$ cat src/rtl/fifo_pop_ctrl.sv
// fifo_pop_ctrl: pops the transaction-layer FIFO into a 2-entry skid buffer.
// Optional POP_STATS_EN adds pop_count / stall_count outputs.
module fifo_pop_ctrl #(
    parameter int DATA_W     = 10,
    parameter int SKID_DEPTH = 2
) (
    input  logic              clk,
    input  logic              reset,
    input  logic              enable,
    input  logic              flush,
    input  logic              fifo_empty,
    input  logic              fifo_almost_empty,
    input  logic [DATA_W-1:0] fifo_data_out,
    output logic              fifo_rd_en,
    output logic [DATA_W-1:0] out_data,
    output logic              out_valid,
    input  logic              out_ready,
    output logic              flush_done,
`ifdef POP_STATS_EN
    output logic [15:0]       pop_count,
    output logic [15:0]       stall_count,
`endif
    output logic              busy
);

    typedef enum logic [1:0] {
        IDLE,
        RUN,
        FLUSH
    } state_t;

    localparam logic [2:0] SKID_LIM = 3'(SKID_DEPTH);

    state_t            state;
    state_t            state_nx;
    logic              inflight;
    logic [1:0]        occ;
    logic              wr_ptr;
    logic              rd_ptr;
    logic [DATA_W-1:0] mem [SKID_DEPTH];

    logic              accept;
    logic              land;
    logic              last_guard;
    logic [2:0]        room_used;

    assign out_valid  = (occ != 2'd0) && (state != FLUSH);
    assign out_data   = mem[rd_ptr];
    assign busy       = (state != IDLE);
    assign accept     = out_valid && out_ready;
    // A word landing while flushing (or being flushed) is dropped.
    assign land       = inflight && (state != FLUSH) && !flush;
    assign last_guard = fifo_almost_empty && inflight;
    // Slots claimed after this cycle: stored + arriving - leaving.
    assign room_used  = {1'b0, occ} + {2'b00, inflight}
                      - {2'b00, accept};

    // Next-state, pop strobe and flush completion pulse.
    always_comb begin
        state_nx   = state;
        fifo_rd_en = 1'b0;
        flush_done = 1'b0;
        unique case (state)
            IDLE: begin
                if (enable && !fifo_empty)
                    state_nx = RUN;
            end
            RUN: begin
                fifo_rd_en = !fifo_empty
                           && (room_used < SKID_LIM)
                           && !last_guard;
                if (!enable
                    || (fifo_empty && !inflight && occ == 2'd0))
                    state_nx = IDLE;
            end
            FLUSH: begin
                fifo_rd_en = !fifo_empty && !last_guard;
                if (fifo_empty && !inflight) begin
                    state_nx   = IDLE;
                    flush_done = !flush;
                end
            end
            default: state_nx = IDLE;
        endcase
        if (flush)
            state_nx = FLUSH;
    end

    // State register and one-cycle read-latency tracker.
    always_ff @(posedge clk or posedge reset) begin
        if (reset) begin
            state    <= IDLE;
            inflight <= 1'b0;
        end else begin
            state    <= state_nx;
            inflight <= fifo_rd_en;
        end
    end

    // Skid buffer: tail write on landing, head advance on handshake.
    always_ff @(posedge clk or posedge reset) begin
        if (reset) begin
            occ    <= 2'd0;
            wr_ptr <= 1'b0;
            rd_ptr <= 1'b0;
            mem[0] <= '0;
            mem[1] <= '0;
        end else if (flush) begin
            occ    <= 2'd0;
            wr_ptr <= 1'b0;
            rd_ptr <= 1'b0;
        end else begin
            if (land) begin
                mem[wr_ptr] <= fifo_data_out;
                wr_ptr      <= ~wr_ptr;
            end
            if (accept)
                rd_ptr <= ~rd_ptr;
            occ <= occ + {1'b0, land} - {1'b0, accept};
        end
    end

`ifdef POP_STATS_EN
    // Pop counter wraps; stall counter saturates.
    always_ff @(posedge clk or posedge reset) begin
        if (reset) begin
            pop_count   <= '0;
            stall_count <= '0;
        end else if (flush) begin
            pop_count   <= '0;
            stall_count <= '0;
        end else begin
            pop_count <= pop_count + 16'(fifo_rd_en);
            if (out_valid && !out_ready
                && stall_count != 16'hFFFF)
                stall_count <= stall_count + 16'd1;
        end
    end
`endif

endmodule
$ cat config.mk
export PLATFORM = sky130hd
export DESIGN_NAME = fifo_pop_ctrl
export DESIGN_NICKNAME = d
export VERILOG_FILES = /design/src/rtl/fifo_pop_ctrl.sv
export SDC_FILE = /design/constraint.sdc
export NUM_CORES = 1
export LEC_CHECK = 0
export CORE_UTILIZATION = 44
export CTS_CLUSTER_SIZE = 10
export DETAILED_ROUTE_END_ITERATION = 10
export PLACE_DENSITY_LB_ADDON = 0.05
export SETUP_SLACK_MARGIN = 0.02
export SLEW_MARGIN = 10
export SYNTH_ARGS = -nofsm -noshare
export SYNTH_HDL_FRONTEND = slang
export SYNTH_SLANG_ARGS = --single-unit
$ cat constraint.sdc
create_clock -name clk -period 5.65 [get_ports clk]
set_clock_uncertainty 0.1 [all_clocks]
set_input_delay 1.4125 -clock clk [delete_from_list [all_inputs] [get_ports clk]]
set_output_delay 1.4125 -clock clk [all_outputs]
set_load 0.01 [all_outputs]
==> out/metrics.yaml <==
status:
  status: "finished clean"
critical_path:
  worstPathArrival_ns: 3.60
  worstPathMaxFanout: 2
  reg2reg_to: "inflight$_DFF_PP0_"
  r2r-start: "state[0]$_DFFE_PP0P_"
  r2r_cells: 10
  reg2reg_slack_ns: 2.80
  crit_required_ns: 4.14
  critPathLaunchType: "input port"
  path_class: "in -> out"
  end_kind: "output pin"
final_layout:
  n_antenna_cell: 0
  drive_gt1_frac: 0.321
  final_cells: 178
  nets: 159
  final_common_cell: "clkdlybuf4s50_1"
  synthToLayoutAreaGrowth_pct: 27.6
  layout_common_cells: "clkdlybuf4s50_1 (29), mux2_2 (27), dfrtp_1 (27)"
  nFillCells: 274
  design_area_um2: 1810
clock_network:
  cts_buffers: 3
  path_clk_slew_ns: 0.14
  h-tree-depth: 1
  cts_buffer_depth: 2
  root_buffer: "clkbuf_4"
  ctsHoldBuffers: 0
  clk_latency_ns: 0.32
  cts.sinks: 27
  cts_tree: "yes"
global_routing:
  grtUsageTotal: 0.158
  grt_max_degree: 28
  grt_pass1_vias: 932
  grt_pass1_wl_um: 4090
  antenna_found_initial: 0
  grt_remaining_overflow: 0
logic_synthesis:
  yosys_warnings: 0
  syn_avg_cell_area_um2: 14.0
  ys_types: 26
  ys_seq_elements: 27
  synthCells: 101
  synth_area_um2: 1420
  syn_nets: 125
  yosysSeqAreaShare: 0.476
place:
  place_ws_ns: -0.0238
  dp_cells: 174
  globalplace.congestion: 0.683
  port_buffers: 30
  dp_hpwl_um: 1740
  placed_area_um2: 1770
floorplanning:
  row_count: 20
  core_area_um2: 3050
  initial_utilization: 0.465
  die-area_um2: 3460
  dieWidth_um: 58.8
  die_y_um: 58.8
  num_io_pins: 31
timing:
  setup_slack_ns: 0.540
  finalSetupViolCount: 0
  relSlewSlack: 0.332
  slew_violations: 0
  max_freq_ghz: 0.196
  finalHoldViolations: 0
  min_period_ns: 5.11
  post-route-period-util: 0.905
  rsz0062_at_grt: "no"
  worst_slew_pin_slew_ns: 1.00
worst_hold_path:
  min_to: "mem[11]$_DFFE_PP0P_"
  hold_depth: 1
  worst_hold_path_type: "reg -> reg"
  hp-start: "mem[11]$_DFFE_PP0P_"
power_and_ir_drop:
  power.internal_mw: 0.493
  ir_worst_vdd_v: 0.000212
  power.clock.fraction: 0.118
  pwr-share-comb: 0.455
  switching_share: 0.310
  leakagePower_nw: 0.819
  p_switching_mw: 0.222
  power_mw: 0.714
  powerDensity_nw_per_um2: 394
  power_frac_seq: 0.428
route:
  drt_iter0_drc: 23
  postRouteAntennaNets: 0
  drc: 0
  wl_per_cell_um: 13.0
  firstDrtPassIters: 2
  vias: 860
  viasPerCell: 4.83
  wirelength_um: 2320
run:
  max_cap_violations: 0
-- kinds of logic (layout without fill, tap and decap cells) --
kind of cell	after synthesis	count (layout)	share of synthesized area
multiplexers	30	30	0.238
flip-flops	27	27	0.476
AND/OR/NAND/NOR	14	14	0.0926
buffers and inverters	10	43	0.0282
AO/OA/AOI/OAI	8	8	0.0670
adder cells (fa/ha/maj)	7	7	0.0670
XOR/XNOR	5	5	0.0309
-- cell usage after synthesis --
library cell  count  share of area
a2111oi_0         1         0.0062
nor2_1            3         0.0079
nor2b_1           1         0.0044
or2b_1            1         0.0053
a221oi_2          1          0.011
nor2b_4           1         0.0097
dfrtp_1          27           0.48
fa_1              1          0.014
nand2b_4          2          0.019
o21ba_2           1         0.0071
inv_1             8          0.021
mux2_1            3          0.024
and2b_1           1         0.0053
xor2_1            1         0.0062
xnor2_1           4          0.025
o311ai_2          1          0.011
o311ai_4          1          0.019
buf_2             2         0.0071
nand2_1           1         0.0026
a21o_2            1         0.0062
and2_1            1         0.0044
nor3b_1           1         0.0053
nor2_8            2          0.028
a21oi_1           2         0.0071
ha_1              6          0.053
mux2_2           27           0.21
-- power groups by stage --
stage                     Combinational (mW)  Sequential (mW)  Clock, mW
after floorplan                        0.205            0.295          0
after global placement                 0.319            0.305          0
after detailed placement               0.324            0.310          0
after CTS                              0.327            0.306     0.0886
after global routing                   0.353            0.316     0.0969
final                                  0.325            0.305     0.0841
-- state kept, by name, indices dropped and copies added, names as in the netlist --
register  flops
occ           2
wr_ptr        1
rd_ptr        1
inflight      1
mem          20
state         2
-- worst max-delay path, stage by stage --
cell,delay [ns]
clkdlybuf4s50_1,0.45
and2_1,0.13
ha_1,0.22
or2b_1,0.23
fa_1,0.38
xnor2_1,0.15
a21oi_1,0.09
a2111oi_2,0.31
dlymetal6s2s_1,0.21
-- how the worst max path moves through the flow --
stage | from | endpoint | slack, ns | cells after the start
after floorplan | out_ready | fifo_rd_en | 0.76 | 7
after global placement | out_ready | fifo_rd_en | 0.03 | 9
after detailed placement | out_ready | fifo_rd_en | -0.02 | 9
after CTS | out_ready | fifo_rd_en | 0.04 | 9
after global routing | out_ready | fifo_rd_en | 0.41 | 9
final | out_ready | fifo_rd_en | 0.54 | 9
-- metrics by stage --
step	util	TNS (ns)	hold WS (ns)
floorplan	-	0	0.352
global placement	0.580	0	0.362
detailed placement	0.580	-0.0238	0.376
CTS	0.591	0	0.411
global route	0.593	0	0.429
finish	0.593	0	0.399
-- layout make-up --
| class | count | area, um2 | share of cell area |
|---|---|---|---|
| well taps | 44 | 55.1 | 0.0304 |
| clock buffers | 3 | 22.5 | 0.0124 |
| inverters | 8 | 30.0 | 0.0166 |
| flip-flops and latches | 27 | 676 | 0.373 |
| clock inverters | 1 | 7.51 | 0.00415 |
| repair buffers | 31 | 310 | 0.171 |
| multi-input cells | 64 | 709 | 0.392 |
-- metal layers --
metal  part of all wire  global-route usage
met5                  0                   0
met1               0.50               0.218
met3              0.031              0.0198
met4             0.0056              0.0510
met2               0.47               0.260
-- timing repair --
action,in CTS,in global routing
endpoints found under the setup margin,1,1
resized for setup,1,2
setup buffers,0,0
(Power assumes the default switching activity.)
